`src/rtl/pll_reconfig_seq_if.sv`:
```
// ==========================================================================
// pll_reconfig_seq_if : Avalon-MM write port toward the pll_cfg block
// Revision 1.0
// ==========================================================================
`default_nettype none

interface pll_reconfig_seq_if;
  logic [5:0]  mgmt_address;
  logic [31:0] mgmt_writedata;
  logic        mgmt_write;
  logic        mgmt_waitrequest;

  modport master (
    output mgmt_address,
    output mgmt_writedata,
    output mgmt_write,
    input  mgmt_waitrequest
  );

  modport slave (
    input  mgmt_address,
    input  mgmt_writedata,
    input  mgmt_write,
    output mgmt_waitrequest
  );
endinterface

`default_nettype wire

```
`src/rtl/pll_reconfig_seq.sv`:
```
// ==========================================================================
// pll_reconfig_seq : writes the PLL config table, pulses PLL reset, waits lock
// Revision 1.0
// ==========================================================================
`default_nettype none

module pll_reconfig_seq #(
  parameter int GAP          = 7,
  parameter int RST_CYCLES   = 8,
  parameter int SETTLE       = 1024,
  parameter int LOCK_TIMEOUT = 5000000
) (
  input  logic               clk,
  input  logic               reset,
  input  logic               start,
  input  logic [31:0]        m_val,
  input  logic [31:0]        k_val,
  input  logic [31:0]        c0_val,
  pll_reconfig_seq_if.master mgmt,
  output logic               pll_reset,
  input  logic               locked,
  output logic               busy,
  output logic               done,
  output logic               lock_err,
  output logic               hold_reset
);
  localparam int GW = $clog2(GAP) + 1;
  localparam int RW = $clog2(RST_CYCLES) + 1;
  localparam int SW = $clog2(SETTLE) + 1;
  localparam int TW = $clog2(LOCK_TIMEOUT) + 1;
  localparam logic [2:0] LAST_IDX = 3'd7;

  typedef enum logic [2:0] {
    S_IDLE      = 3'd0,
    S_WRITE     = 3'd1,
    S_GAP_WAIT  = 3'd2,
    S_PRST      = 3'd3,
    S_WAIT_LOCK = 3'd4
  } state_t;

  state_t        state_q, state_d;
  logic [2:0]    idx_q, idx_d;
  logic [31:0]   m_q, m_d, k_q, k_d, c0_q, c0_d;
  logic [31:0]   pm_q, pm_d, pk_q, pk_d, pc0_q, pc0_d;
  logic          pend_q, pend_d;
  logic [GW-1:0] gap_cnt_q, gap_cnt_d;
  logic [RW-1:0] rst_cnt_q, rst_cnt_d;
  logic [SW-1:0] settle_cnt_q, settle_cnt_d;
  logic [TW-1:0] to_cnt_q, to_cnt_d;
  logic          meta_q, meta_d, lock_s_q, lock_s_d;
  logic          write_q, write_d;
  logic [5:0]    addr_q, addr_d;
  logic [31:0]   data_q, data_d;
  logic          pll_reset_q, pll_reset_d;
  logic          busy_q, busy_d;
  logic          done_q, done_d;
  logic          lock_err_q, lock_err_d;
  logic          hold_q, hold_d;
  logic          seq_end, seq_ok;
  logic [31:0]   nm, nk, nc0;

  function automatic logic [37:0] table_entry(input logic [2:0] i, input logic [31:0] m,
                                              input logic [31:0] k, input logic [31:0] c0);
    logic [37:0] e;
    e = '0;
    case (i)
      3'd0: e = {6'd0, 32'd0};
      3'd1: e = {6'd4, m};
      3'd2: e = {6'd7, k};
      3'd3: e = {6'd3, 32'h0001_0000};
      3'd4: e = {6'd5, c0};
      3'd5: e = {6'd9, 32'd1};
      3'd6: e = {6'd8, 32'd7};
      3'd7: e = {6'd2, 32'd0};
    endcase
    return e;
  endfunction

  always_comb begin
    state_d      = state_q;
    idx_d        = idx_q;
    m_d          = m_q;
    k_d          = k_q;
    c0_d         = c0_q;
    pm_d         = pm_q;
    pk_d         = pk_q;
    pc0_d        = pc0_q;
    pend_d       = pend_q;
    gap_cnt_d    = gap_cnt_q;
    rst_cnt_d    = rst_cnt_q;
    settle_cnt_d = settle_cnt_q;
    to_cnt_d     = to_cnt_q;
    meta_d       = locked;
    lock_s_d     = meta_q;
    write_d      = 1'b0;
    addr_d       = addr_q;
    data_d       = data_q;
    pll_reset_d  = 1'b0;
    busy_d       = busy_q;
    done_d       = 1'b0;
    lock_err_d   = lock_err_q;
    hold_d       = hold_q;
    seq_end      = 1'b0;
    seq_ok       = 1'b0;
    nm           = pm_q;
    nk           = pk_q;
    nc0          = pc0_q;

    // A request during a running sequence is parked; the last one wins.
    if (start && state_q != S_IDLE) begin
      pend_d     = 1'b1;
      pm_d       = m_val;
      pk_d       = k_val;
      pc0_d      = c0_val;
      lock_err_d = 1'b0;
    end

    case (state_q)
      S_IDLE: begin
        if (start) begin
          m_d              = m_val;
          k_d              = k_val;
          c0_d             = c0_val;
          lock_err_d       = 1'b0;
          hold_d           = 1'b1;
          busy_d           = 1'b1;
          idx_d            = 3'd0;
          state_d          = S_WRITE;
          write_d          = 1'b1;
          {addr_d, data_d} = table_entry(3'd0, m_val, k_val, c0_val);
        end
      end
      S_WRITE: begin
        if (mgmt.mgmt_waitrequest) begin
          write_d = 1'b1;
        end else begin
          state_d   = S_GAP_WAIT;
          gap_cnt_d = '0;
        end
      end
      S_GAP_WAIT: begin
        if (gap_cnt_q == GW'(GAP - 1)) begin
          if (idx_q != LAST_IDX) begin
            idx_d            = idx_q + 3'd1;
            state_d          = S_WRITE;
            write_d          = 1'b1;
            {addr_d, data_d} = table_entry(idx_q + 3'd1, m_q, k_q, c0_q);
          end else begin
            state_d     = S_PRST;
            pll_reset_d = 1'b1;
            rst_cnt_d   = '0;
          end
        end else begin
          gap_cnt_d = gap_cnt_q + GW'(1);
        end
      end
      S_PRST: begin
        if (rst_cnt_q == RW'(RST_CYCLES - 1)) begin
          state_d      = S_WAIT_LOCK;
          settle_cnt_d = '0;
          to_cnt_d     = '0;
        end else begin
          pll_reset_d = 1'b1;
          rst_cnt_d   = rst_cnt_q + RW'(1);
        end
      end
      S_WAIT_LOCK: begin
        settle_cnt_d = lock_s_q ? settle_cnt_q + SW'(1) : '0;
        to_cnt_d     = to_cnt_q + TW'(1);
        // Settling wins if both terminal counts land in the same cycle.
        if (lock_s_q && settle_cnt_q == SW'(SETTLE - 1)) begin
          seq_end = 1'b1;
          seq_ok  = 1'b1;
        end else if (to_cnt_q == TW'(LOCK_TIMEOUT - 1)) begin
          seq_end    = 1'b1;
          lock_err_d = 1'b1;
        end
      end
      default: state_d = S_IDLE;
    endcase

    if (seq_end) begin
      if (pend_q || start) begin
        nm               = start ? m_val : pm_q;
        nk               = start ? k_val : pk_q;
        nc0              = start ? c0_val : pc0_q;
        m_d              = nm;
        k_d              = nk;
        c0_d             = nc0;
        pend_d           = 1'b0;
        idx_d            = 3'd0;
        state_d          = S_WRITE;
        write_d          = 1'b1;
        {addr_d, data_d} = table_entry(3'd0, nm, nk, nc0);
      end else begin
        state_d = S_IDLE;
        busy_d  = 1'b0;
        done_d  = seq_ok;
        if (seq_ok) begin
          hold_d = 1'b0;
        end
      end
    end
  end

  always_ff @(posedge clk or posedge reset) begin
    if (reset) begin
      state_q      <= S_IDLE;
      idx_q        <= '0;
      m_q          <= '0;
      k_q          <= '0;
      c0_q         <= '0;
      pm_q         <= '0;
      pk_q         <= '0;
      pc0_q        <= '0;
      pend_q       <= 1'b0;
      gap_cnt_q    <= '0;
      rst_cnt_q    <= '0;
      settle_cnt_q <= '0;
      to_cnt_q     <= '0;
      meta_q       <= 1'b0;
      lock_s_q     <= 1'b0;
      write_q      <= 1'b0;
      addr_q       <= '0;
      data_q       <= '0;
      pll_reset_q  <= 1'b0;
      busy_q       <= 1'b0;
      done_q       <= 1'b0;
      lock_err_q   <= 1'b0;
      hold_q       <= 1'b1;
    end else begin
      state_q      <= state_d;
      idx_q        <= idx_d;
      m_q          <= m_d;
      k_q          <= k_d;
      c0_q         <= c0_d;
      pm_q         <= pm_d;
      pk_q         <= pk_d;
      pc0_q        <= pc0_d;
      pend_q       <= pend_d;
      gap_cnt_q    <= gap_cnt_d;
      rst_cnt_q    <= rst_cnt_d;
      settle_cnt_q <= settle_cnt_d;
      to_cnt_q     <= to_cnt_d;
      meta_q       <= meta_d;
      lock_s_q     <= lock_s_d;
      write_q      <= write_d;
      addr_q       <= addr_d;
      data_q       <= data_d;
      pll_reset_q  <= pll_reset_d;
      busy_q       <= busy_d;
      done_q       <= done_d;
      lock_err_q   <= lock_err_d;
      hold_q       <= hold_d;
    end
  end

  assign mgmt.mgmt_write     = write_q;
  assign mgmt.mgmt_address   = addr_q;
  assign mgmt.mgmt_writedata = data_q;
  assign pll_reset           = pll_reset_q;
  assign busy                = busy_q;
  assign done                = done_q;
  assign lock_err            = lock_err_q;
  assign hold_reset          = hold_q;

endmodule

`default_nettype wire

```
`src/flat_wrapper.sv`:
```
// flat-port wrapper written by rule: the top's interface ports become plain ports
module pll_reconfig_seq_flat 
#(
  parameter int GAP          = 7,
  parameter int RST_CYCLES   = 8,
  parameter int SETTLE       = 1024,
  parameter int LOCK_TIMEOUT = 5000000
)
  (clk, reset, start, m_val, k_val, c0_val, pll_reset, locked, busy, done, lock_err, hold_reset, mgmt_mgmt_address, mgmt_mgmt_writedata, mgmt_mgmt_write, mgmt_mgmt_waitrequest);
  pll_reconfig_seq_if mgmt_i ();
  input  logic clk;
  input  logic reset;
  input  logic start;
  input  logic [31:0] m_val;
  input  logic [31:0] k_val;
  input  logic [31:0] c0_val;
  output logic pll_reset;
  input  logic locked;
  output logic busy;
  output logic done;
  output logic lock_err;
  output logic hold_reset;
  output wire logic [$bits(mgmt_i.mgmt_address)-1:0] mgmt_mgmt_address;
  output wire logic [$bits(mgmt_i.mgmt_writedata)-1:0] mgmt_mgmt_writedata;
  output wire logic [$bits(mgmt_i.mgmt_write)-1:0] mgmt_mgmt_write;
  input wire logic [$bits(mgmt_i.mgmt_waitrequest)-1:0] mgmt_mgmt_waitrequest;
  assign mgmt_mgmt_address = mgmt_i.mgmt_address;
  assign mgmt_mgmt_writedata = mgmt_i.mgmt_writedata;
  assign mgmt_mgmt_write = mgmt_i.mgmt_write;
  assign mgmt_i.mgmt_waitrequest = mgmt_mgmt_waitrequest;
  pll_reconfig_seq #(.GAP(GAP), .RST_CYCLES(RST_CYCLES), .SETTLE(SETTLE), .LOCK_TIMEOUT(LOCK_TIMEOUT)) u_core (.clk(clk), .reset(reset), .start(start), .m_val(m_val), .k_val(k_val), .c0_val(c0_val), .mgmt(mgmt_i), .pll_reset(pll_reset), .locked(locked), .busy(busy), .done(done), .lock_err(lock_err), .hold_reset(hold_reset));
endmodule
```
`config.mk`:
```
export PLATFORM = sky130hd
export DESIGN_NAME = pll_reconfig_seq_flat
export DESIGN_NICKNAME = d
export VERILOG_FILES = /design/src/rtl/pll_reconfig_seq_if.sv /design/src/rtl/pll_reconfig_seq.sv /design/src/flat_wrapper.sv
export SDC_FILE = /design/constraint.sdc
export NUM_CORES = 1
export LEC_CHECK = 0
export ABC_CLOCK_PERIOD_IN_PS = 11620
export CAP_MARGIN = 20
export CORE_UTILIZATION = 57
export CTS_CLUSTER_SIZE = 28
export DETAILED_ROUTE_END_ITERATION = 7
export PLACE_DENSITY_LB_ADDON = 0.3
export SYNTH_ARGS = -nofsm -noshare
export SYNTH_HDL_FRONTEND = slang
export SYNTH_SLANG_ARGS = --single-unit
```
`constraint.sdc`:
```
create_clock -name clk -period 11.62 [get_ports clk]
set_clock_uncertainty 0.1 [all_clocks]
set_input_delay 2.905 -clock clk [delete_from_list [all_inputs] [get_ports clk]]
set_output_delay 2.905 -clock clk [all_outputs]
set_load 0.02 [all_outputs]
```
Word level (Yosys, flattened, before mapping)
Cells that the tools add are included.

storage, ports and cells
  input port bits = 101
  logic and storage cells = 157
  bits in registers = 288
  output and inout bits = 44

cells by class
  add/subtract/negate cells = 5
  reduce and logical (&&, ||, !) cells = 13
  mux-type cells = 89
  equal/unequal tests = 27

operators by type and width
  operator                 count
  $mux W32                 20
  $pmux W38 S8             1
  $pmux W32 S2             1
  $pmux W24 S2             1
  $mux W1                  33
  $mux W3                  10
  $mux W6                  5
  $add A24 B1 Y24 const B  1
  $eq A24 B23 Y1 const B   1
  $mux W24                 1
  $mux W11                 2
  $pmux W11 S2             1
  $mux W4                  5
  $pmux W4 S2              2
  $eq A3 B3 Y1 const B     5
  $pmux W3 S5              1
  $eq A3 B2 Y1 const B     4
  $pmux W6 S2              1
  $add A11 B1 Y11 const B  1
  $eq A11 B10 Y1 const B   1
  $add A4 B1 Y4 const B    2
  $eq A4 B3 Y1 const B     2
  $ne A2 B2 Y1 const B     4
  $eq A3 B1 Y1 const B     2
  other kinds (18)         27

Depth between registers and ports, before layout
Gate-level depths: netlist of the first run.

  word-level depth = 8
  depth in mapped cells = 11
  depth with buffers taken out = 8

Worst setup path before layout of the first run
No wires, ideal clock.

  path kind = input-to-reg
  from = input port start
  to = register u_core.pk_q[10]
  cell stages on the path = 5
  required time = 11.395 ns
  buffers on the path = 3
  arrival = 4.289 ns
  slack = 7.106 ns
  setup time = 0.125 ns
  path through = clkbuf_1 > nand2_1 > buf_1 > clkbuf_1 > mux2_2

on the way
  longest elaborated chain between the ends = 1

RTL lines
  element               line                     text
  from (decl)           flat_wrapper.sv:13       input logic start;
  $logic_and A1 B1 Y1   pll_reconfig_seq.sv:110  if (start && state_q != S_IDLE) begin
  to (signal assigned)  pll_reconfig_seq.sv:238  pk_q <= pk_d;
  to (decl)             pll_reconfig_seq.sv:44   logic [31:0] pm_q, pm_d, pk_q, pk_d, pc0_q, pc0_d;

Every way passes these cells.
A chain may end at the register's enable or synchronous reset.

Final worst setup path of the first run
  from = input port start
  to = register u_core.m_q[26]

on the way
  longest elaborated chain between the ends = 4
  elaborated cells on any way between the ends = 6
  those cells by class = mux: 5; reduce/logical: 1

RTL lines
  element               line                     text
  $mux W32              pll_reconfig_seq.sv:120  if (start) begin
  $mux W32              pll_reconfig_seq.sv:118  case (state_q)
  $mux W32              pll_reconfig_seq.sv:183  if (pend_q || start) begin
  $mux W32 *            pll_reconfig_seq.sv:182  if (seq_end) begin
  via u_core.m_d[26]    pll_reconfig_seq.sv:43   logic [31:0] m_q, m_d, k_q, k_d, c0_q, c0_d;
  to (signal assigned)  pll_reconfig_seq.sv:234  m_q <= m_d;
  to (decl)             pll_reconfig_seq.sv:43

The timed path passes the listed nets; every way through them passes the cells marked *.

==> results_dict.tcl, run 1 <==
set metrics [dict create \
    critPathBufInv 2 \
    post_cts.resized_instances 0 \
    io_pins 145 \
    dr.pass1.iters 5 \
    grt_antenna_before_repair 1 \
    clk_pin_slew_worst_paths_ns 0.06 \
    power.switching_mw 1.18 \
    cts_tree "yes" \
    synth-edff-count 0 \
    stdcell_count 1757 \
    final_hold_vio_count 0 \
    cts.path.max_buffers 3 \
    crit_type "in2reg" \
    critical_path_required_time_ns 12.01 \
    setup_slack_at_placement_ns 5.71 \
    layout-drive-gt1-share_pct 16.2 \
    finalMaxSlewViolations 0 \
    syn_to_final_growth_pct 18.6 \
    hold_path.class "reg2reg" \
    post_detailed_route_via_to_cell_ratio 6.25 \
    clockRootBuffer "sky130_fd_sc_hd__clkbuf_16" \
    post-place-cells 1697 \
    worst_pin_slew_ns 1.06 \
    crit_slowest_cell "sky130_fd_sc_hd__buf_4" \
    timing.rr.start "u_core.state_q[2]" \
    crit_path_start "start" \
    layout_commonest_cell "sky130_fd_sc_hd__dfrtp_1" \
    worst_ep_arrival_time_ns 5.83 \
    cts_post_setup_buffers_inserted 0 \
    cts.sink_count 288 \
    irDropWorstVdd_mv 0.130 \
    critPathTopFamily "buffers and inverters" \
    power_density_nw_per_um2 219 \
    post_synth.cell_area_avg_um2 10.7 \
    vias 11000 \
    post-route-period-util_pct 46.8 \
    cp-end-kind "flip-flop" \
    grt_pass1_wl_mm 57.2 \
    finish.utilization_pct 68.9 \
    register_bit_count_reported_by_yosys 288 \
    clock_tree.htree_level_count 1 \
    synthFlopType "sky130_fd_sc_hd__dfrtp_1" \
    synthDistinctLibCells 62 \
    final.setup.tns_ns 0 \
    synthesized_nets 1429 \
    filler_cell_count 1800 \
    worstSkewPairLatency_ns 0.56 \
    initial_utilization_pct 58.0 \
    post_cts_hold_buffer_count 0 \
    post-route-min-period_ns 5.43 \
    wirelength_mm 35.1 \
    async_flop_share_pct 100 \
    cp_slowest_stage_delay_ns 0.69 \
    grt_pass1_vias 10800 \
    synth_area_um2 14100 \
    maxClockFrequency_ghz 0.184 \
    syn_inst 1316 \
    synth_seq_area_share_pct 51.2 \
    cp_cell_sequence "buf_6, nor2_1, nand3b_1, o32a_1, nand2_4, buf_4, o221a_2" \
    postLayoutSetupSlackWorst_ns 6.19 \
    cell_row_count 57 \
    dieArea_um2 25300 \
    place.detailed.hpwl_mm 21.5 \
    power_share_of_the_clock_group_pct 26.2 \
    seq_power_share_pct 44.5 \
    die_h_um 159 \
    hp-start "u_core.lock_s_d" \
    power.share.switching_pct 32.3 \
    power.leakage_nw 6.90 \
    layout_common_cells "sky130_fd_sc_hd__dfrtp_1 (287), sky130_fd_sc_hd__nor2_1 (242), sky130_fd_sc_hd__clkdlybuf4s50_1 (143)" \
    comb_power_share_pct 29.3 \
    ant_nets 0 \
    register_area_um2 7210 \
    grt_setup_unrepaired "false" \
    timing.max_cap.violations 0 \
    initial_drt_markers 1007 \
    floorplan.core_area_um2 24200 \
    cts-buffers-inserted 31 \
    wl_per_cell_um 20.0 \
    gpl.final_weighted_congestion 0.805 \
    finalSetupViolCount 0 \
    slew_headroom_pct 29.3 \
    outcome "completed" \
    post-route-drc-count 0 \
    grt_start_max_net_pins 144 \
    dieWidth_um 159 \
    critPathLaunchType "input port" \
    multi_input_area_um2 6420 \
    ys.warnings.count 0 \
    numPortBuffers 144 \
    final_net_count 1521 \
    worst-path-max-fanout 97 \
    p_int_mw 2.48 \
    gr-usage-all-layers_pct 27.8 \
    grt.overflow.total 0 \
]
[synth_stat cells (all sizes together) (6+ instances only)]
cell | count | share of area [%]
nand4 | 6 | 0.27
mux2i | 99 | 7.0
buf | 35 | 1.4
o221a | 93 | 7.4
dfrtp | 287 | 51
nor3 | 10 | 0.36
nor2b | 6 | 0.27
a22oi | 62 | 3.3
inv | 16 | 0.43
a21oi | 19 | 0.68
mux2 | 96 | 7.7
clkbuf | 66 | 1.8
nor4b | 6 | 0.37
o31ai | 12 | 0.64
o21ai | 40 | 1.4
ha | 12 | 1.1
nand2 | 99 | 2.6
nor2 | 242 | 6.5
nand3 | 31 | 1.1
o211ai | 7 | 0.37
[registers in the layout, indices dropped and copies added (netlist names), 3 cells and up]
register	flops
u_core.c0_q	32
u_core.k_q	32
u_core.m_q	32
u_core.mgmt.mgmt_writedata	32
u_core.pc0_q	32
u_core.pk_q	32
u_core.pm_q	32
u_core.to_cnt_q	24
u_core.settle_cnt_q	11
u_core.mgmt.mgmt_address	6
u_core.gap_cnt_q	4
u_core.rst_cnt_q	4
u_core.idx_q	3
u_core.state_q	3
[worst register-to-register path, delay by kind of cell, from the launching register on]
kind            cells  cell delay [ns]
compound gates      2             0.38
buf+inv             2             1.58
flops               1             0.68
mux                 1             0.32
simple gates        2             1.41
[power groups by stage]
| stage | sequential, mW | combinational (mW) | clock [mW] |
|---|---|---|---|
| finish | 1.63 | 1.07 | 0.958 |
| global route | 1.67 | 1.17 | 1.01 |
| CTS | 1.62 | 1.07 | 0.970 |
| detailed placement | 1.63 | 1.06 | 0 |
| global placement | 1.61 | 1.02 | 0 |
| floorplan | 1.55 | 0.852 | 0 |
[routing by layer]
layer / GRT usage, % / wire, um
met1: 41.0 / 15800
met2: 42.5 / 16300
met3: 4.17 / 2250
met4: 9.00 / 814
met5: 0 / 0
[worst paths after layout]
check                                   to  slack (ns)  cells after the start
max in group asynchronous   u_core.k_q[12]        7.72                      3
hold reg to reg            u_core.lock_s_q        0.25                      0
hold / removal             u_core.lock_s_q        0.25                      0
setup reg to reg             u_core.m_q[3]        7.08                      7
setup / recovery            u_core.m_q[26]        6.19                      7
min in group asynchronous  u_core.c0_q[27]        2.55                      2
[cell families (layout without fill, tap and decap cells)]
kind of cell	after synthesis	count (layout)	synth area share [%]
AND/OR/NAND/NOR	439	439	13.5
flip-flops	288	288	51.2
AO/OA/AOI/OAI	261	261	15.6
multiplexers	195	195	14.7
buffers and inverters	117	233	3.60
adder cells (fa/ha/maj)	12	12	1.07
XOR/XNOR	4	4	0.249
other	0	1	0
[cell type report]
type,instances,share of cell area (%)
Tap cell,324,2.43
Sequential cell,288,43.2
Timing Repair Buffer,160,9.55
Clock inverter,6,0.367
Clock buffer,51,5.58
Inverter,16,0.405
Multi-Input combinational cell,911,38.5
Antenna cell,1,0.0150
[stage by stage]
| stage | hold WS (ns) | power [mW] | area (um2) |
|---|---|---|---|
| 2_1_floorplan | 0.231 | 2.40 | 14100 |
| 3_3_place_gp | 0.234 | 2.62 | 15700 |
| 3_5_place_dp | 0.242 | 2.69 | 15700 |
| 4_1_cts | 0.256 | 3.66 | 16600 |
| 5_1_grt | 0.259 | 3.85 | 16700 |
| 6_report | 0.252 | 3.66 | 16700 |
(Power assumes the default switching activity.)
==> run 2: changes to the inputs <==
--- a/config.mk
+++ b/config.mk
@@ -5,7 +5,7 @@
 export SDC_FILE = /design/constraint.sdc
 export NUM_CORES = 1
 export LEC_CHECK = 0
-export ABC_CLOCK_PERIOD_IN_PS = 11620
+export ABC_CLOCK_PERIOD_IN_PS = 5230
 export CAP_MARGIN = 20
 export CORE_UTILIZATION = 57
 export CTS_CLUSTER_SIZE = 28
==> constraint.sdc (replaced) <==
create_clock -name clk -period 5.23 [get_ports clk]
set_clock_uncertainty 0.1 [all_clocks]
set_input_delay 1.3075 -clock clk [delete_from_list [all_inputs] [get_ports clk]]
set_output_delay 1.3075 -clock clk [all_outputs]
set_load 0.02 [all_outputs]
==> results_dict.tcl, run 2 (same netlist as run 1, synthesis figures left out) <==
set metrics [dict create \
    initial_drt_markers 1104 \
    layout_common_cells "sky130_fd_sc_hd__dfrtp_1 (287), sky130_fd_sc_hd__nor2_1 (242), sky130_fd_sc_hd__clkdlybuf4s50_1 (143)" \
    dieArea_um2 25300 \
    worst_hold_path.endpoint "u_core.lock_s_q" \
    grt_pass1_wl_mm 56.2 \
    finish.utilization_pct 68.9 \
    cp_cell_sequence "or3b_1, or4_1, o31ai_1, nor2b_4, nor3_1" \
    power_density_nw_per_um2 482 \
    layout-drive-gt1-share_pct 16.3 \
    vias 10900 \
    timing.rr.start "u_core.state_q[2]" \
    register_area_um2 7210 \
    power.leakage_nw 6.90 \
    place.detailed.hpwl_mm 21.4 \
    post-route-period-util_pct 71.2 \
    worst_ep_arrival_time_ns 4.01 \
    final_net_count 1521 \
    floorplan.core_area_um2 24200 \
    crit_type "reg2reg" \
    outcome "completed" \
    ff2ff_setup_slack_ns 1.51 \
    filler_cell_count 1818 \
    maxClockFrequency_ghz 0.269 \
    reg2reg_depth 5 \
    syn_to_final_growth_pct 18.7 \
    clk_pin_slew_worst_paths_ns 0.06 \
    post_cts_hold_buffer_count 0 \
    worst_pin_slew_ns 1.12 \
    initial_utilization_pct 58.0 \
    post_detailed_route_via_to_cell_ratio 6.21 \
    cts_post_setup_buffers_inserted 0 \
    grt_pass1_vias 10600 \
    io_pins 145 \
    multi_input_area_um2 6420 \
    critPathLaunchType "flip-flop" \
    timing.max_cap.violations 0 \
    dieWidth_um 159 \
    hold_path.class "reg2reg" \
    grt_start_max_net_pins 102 \
    final.setup.tns_ns 0 \
    gpl.final_weighted_congestion 0.833 \
    post-route-min-period_ns 3.72 \
    die_h_um 159 \
    grt_antenna_before_repair 3 \
    dr.pass1.iters 5 \
    reg2reg_to "u_core.idx_q[0]" \
    wirelength_mm 35.1 \
    layout_commonest_cell "sky130_fd_sc_hd__dfrtp_1" \
    cts.path.max_buffers 3 \
    finalMaxSlewViolations 0 \
    worst-path-max-fanout 40 \
    cts_tree "yes" \
    finalSetupViolCount 0 \
    grt.overflow.total 0 \
    worstSkewPairLatency_ns 0.56 \
    slew_headroom_pct 25.0 \
    post-route-drc-count 0 \
    hp-start "u_core.lock_s_d" \
    critical_path_required_time_ns 5.51 \
    clock_tree.htree_level_count 1 \
    cp_slowest_stage_delay_ns 0.98 \
    post_cts.resized_instances 0 \
    cell_row_count 57 \
    gr-usage-all-layers_pct 27.5 \
    worst_hold_path.num_cells 0 \
    crit_slowest_cell "sky130_fd_sc_hd__nor2b_4" \
    final.hold.worst_slack_ns 0.259 \
    cts.sink_count 288 \
    cts-buffers-inserted 30 \
    irDropWorstVdd_mv 0.316 \
    ant_nets 0 \
    numPortBuffers 144 \
    cp-end-kind "flip-flop" \
    grt_setup_unrepaired "false" \
    clockRootBuffer "sky130_fd_sc_hd__clkbuf_16" \
    final_hold_vio_count 0 \
    wl_per_cell_um 20.0 \
]
## run 2: cell types whose count changed in the layout (fill, tap and decap cells not counted), moves of 2 or more
cell and change:
sky130_fd_sc_hd__diode_2 +2, sky130_fd_sc_hd__clkinv_2 +4, sky130_fd_sc_hd__clkbuf_1 -2, sky130_fd_sc_hd__buf_4 -5, sky130_fd_sc_hd__buf_12 +5
## run 2: layout make-up
cell class,count,area share (%)
Multi-Input combinational cell,911,38.4
Timing Repair Buffer,161,10.0
Tap cell,324,2.43
Sequential cell,288,43.1
Clock buffer,46,5.21
Clock inverter,9,0.352
Inverter,16,0.382
Antenna cell,3,0.0449
## run 2: power breakdown
group	switching (mW)	total [mW]	internal, mW	leakage, nW
Clock	0.874	2.02	1.14	0.459
Sequential	0.592	3.62	3.03	3.60
Combinational	1.16	2.42	1.26	2.84
## run 2: critical path, delay by kind of cell (launching register included)
family,cells,cell delay [ns]
compound gates,1,0.57
simple gates,4,2.23
flops,1,0.64
## run 2: stage by stage
step,total power [mW],instances,setup WS (ns),area [um2]
after detailed placement,6.01,1698,1.49,15700
after global placement,5.86,1697,1.51,15700
after global routing,8.48,1758,1.34,16700
final,8.06,1758,1.51,16700
after floorplan,5.34,1316,0.00411,14100
after CTS,8.04,1753,1.55,16700
## run 2: worst max-delay path by stage
stage	end	startpoint	depth (start not counted)	slack, ns
after floorplan	u_core.busy	reset	1	0.004
after global routing	u_core.idx_q[0]	u_core.state_q[2]	5	1.34
after global placement	u_core.k_q[15]	start	7	1.51
after detailed placement	u_core.pk_q[12]	start	4	1.49
final	u_core.idx_q[0]	u_core.state_q[2]	5	1.51
after CTS	u_core.idx_q[0]	u_core.state_q[2]	5	1.55
## run 2: routing by layer
layer,global-route usage [%],share of wire (%),up-vias
li1,-,-,4967
met1,39.7,46,5525
met2,43.1,46,372
met3,4.17,5.6,53
met4,8.30,2.4,0
met5,0,0,-
==> run 3: changes to the inputs <==
--- a/config.mk
+++ b/config.mk
@@ -5,7 +5,7 @@
 export SDC_FILE = /design/constraint.sdc
 export NUM_CORES = 1
 export LEC_CHECK = 0
-export ABC_CLOCK_PERIOD_IN_PS = 5230
+export ABC_CLOCK_PERIOD_IN_PS = 3600
 export CAP_MARGIN = 20
 export CORE_UTILIZATION = 57
 export CTS_CLUSTER_SIZE = 28
==> constraint.sdc (replaced) <==
create_clock -name clk -period 3.6 [get_ports clk]
set_clock_uncertainty 0.1 [all_clocks]
set_input_delay 0.9 -clock clk [delete_from_list [all_inputs] [get_ports clk]]
set_output_delay 0.9 -clock clk [all_outputs]
set_load 0.02 [all_outputs]
==> results_dict.tcl, run 3 (same netlist as run 1, synthesis figures left out) <==
set metrics [dict create \
    outcome "completed" \
    worst_pin_slew_ns 0.822 \
    post-route-drc-count 0 \
    critPathLaunchType "flip-flop" \
    worst-path-max-fanout 25 \
    timing.max_cap.violations 0 \
    irDropWorstVdd_mv 0.407 \
    final.hold.worst_slack_ns 0.252 \
    grt_antenna_before_repair 2 \
    grt_setup_unrepaired "false" \
    cts.path.max_buffers 3 \
    layout-drive-gt1-share_pct 17.9 \
    critical_path_required_time_ns 3.98 \
    post-route-period-util_pct 84.2 \
    dr.pass1.iters 6 \
    filler_cell_count 1753 \
    final_hold_vio_count 0 \
    cp-end-kind "flip-flop" \
    finalMaxSlewViolations 0 \
    finalSetupViolCount 0 \
    power_density_nw_per_um2 718 \
    grt_pass1_vias 10900 \
    syn_to_final_growth_pct 21.2 \
    cts.sink_count 288 \
    worstSkewPairLatency_ns 0.55 \
    wl_per_cell_um 20.5 \
    crit_type "reg2reg" \
    clock_tree.htree_level_count 1 \
    gr-usage-all-layers_pct 28.7 \
    setup_slack_at_placement_ns 0.646 \
    grt.overflow.total 0 \
    post_cts_hold_buffer_count 0 \
    final_net_count 1539 \
    io_pins 145 \
    layout_common_cells "sky130_fd_sc_hd__dfrtp_1 (287), sky130_fd_sc_hd__nor2_1 (242), sky130_fd_sc_hd__clkdlybuf4s50_1 (143)" \
    cell_area_placed_um2 16000 \
    clk_pin_slew_worst_paths_ns 0.06 \
    worst_ep_arrival_time_ns 3.41 \
    initial_drt_markers 904 \
    cts_tree "yes" \
    power.leakage_nw 7.09 \
    floorplan.core_area_um2 24200 \
    slew_headroom_pct 45.1 \
    cell_row_count 57 \
    vias 11100 \
    die_h_um 159 \
    dieWidth_um 159 \
    postLayoutCellArea_um2 17100 \
    place.detailed.hpwl_mm 22.9 \
    postLayoutSetupSlackWorst_ns 0.570 \
    numPortBuffers 144 \
    cts_post_setup_buffers_inserted 0 \
    post_detailed_route_via_to_cell_ratio 6.23 \
    ant_nets 0 \
    cts-buffers-inserted 30 \
    clockRootBuffer "sky130_fd_sc_hd__clkbuf_16" \
    maxClockFrequency_ghz 0.330 \
    grt_start_max_net_pins 152 \
    dieArea_um2 25300 \
    grt_pass1_wl_mm 58.6 \
    layout_commonest_cell "sky130_fd_sc_hd__dfrtp_1" \
    post-route-min-period_ns 3.03 \
    hold_path.class "reg2reg" \
    wirelength_mm 36.3 \
    initial_utilization_pct 58.0 \
    gpl.final_weighted_congestion 0.835 \
    fin_total_pwr_mw 12.2 \
    post_cts.resized_instances 0 \
]
run 3: cell type report:
cell class                      count  area (um2)  share of cell area [%]
Clock inverter                     13         165                   0.968
Timing Repair Buffer              179        1880                    11.0
Clock buffer                       42         907                    5.32
Tap cell                          324         405                    2.38
Antenna cell                        2        5.00                  0.0293
Sequential cell                   288        7210                    42.3
Inverter                           16        63.8                   0.374
Multi-Input combinational cell    911        6420                    37.7
run 3: layer usage:
metal | wire length (um) | GRT usage [%]
met5 | 0 | 0
met4 | 866 | 8.39
met3 | 2300 | 4.98
met2 | 17000 | 45.1
met1 | 16200 | 41.1
run 3: power breakdown:
| group | internal, mW | leakage, nW | total [mW] | switching, mW |
|---|---|---|---|---|
| Clock | 2.03 | 0.541 | 3.32 | 1.29 |
| Combinational | 1.89 | 2.96 | 3.68 | 1.79 |
| Sequential | 4.40 | 3.60 | 5.25 | 0.841 |
| Total | 8.32 | 7.09 | 12.2 | 3.92 |
run 3: worst paths after layout:
kind | startpoint | to | slack, ns | cells past startpoint
max in group asynchronous | reset | u_core.hold_reset | 1.95 | 3
min reg2reg | u_core.lock_s_d | u_core.lock_s_q | 0.25 | 0
min | u_core.lock_s_d | u_core.lock_s_q | 0.25 | 0
max | u_core.state_q[1] | u_core.m_q[24] | 0.57 | 7
min in group asynchronous | reset | u_core.m_q[9] | 0.71 | 2
max reg2reg | u_core.state_q[1] | u_core.m_q[24] | 0.57 | 7
run 3: worst max-delay path, stage by stage, from the launching register on:
cell                      delay (ns)
sky130_fd_sc_hd__dfrtp_1        0.38
sky130_fd_sc_hd__or3b_1         0.50
sky130_fd_sc_hd__or4_1          0.47
sky130_fd_sc_hd__buf_4          0.19
sky130_fd_sc_hd__o32ai_4        0.33
sky130_fd_sc_hd__buf_4          0.47
sky130_fd_sc_hd__mux2i_1        0.30
sky130_fd_sc_hd__o221a_2        0.22
run 3: metrics by stage:
stage          util (%)  setup TNS [ns]  std cells
2_1_floorplan         -         -349.88       1316
3_3_place_gp       65.9               0       1718
3_5_place_dp       65.9               0       1718
4_1_cts            70.3               0       1773
5_1_grt            70.4               0       1775
6_report           70.4               0       1775
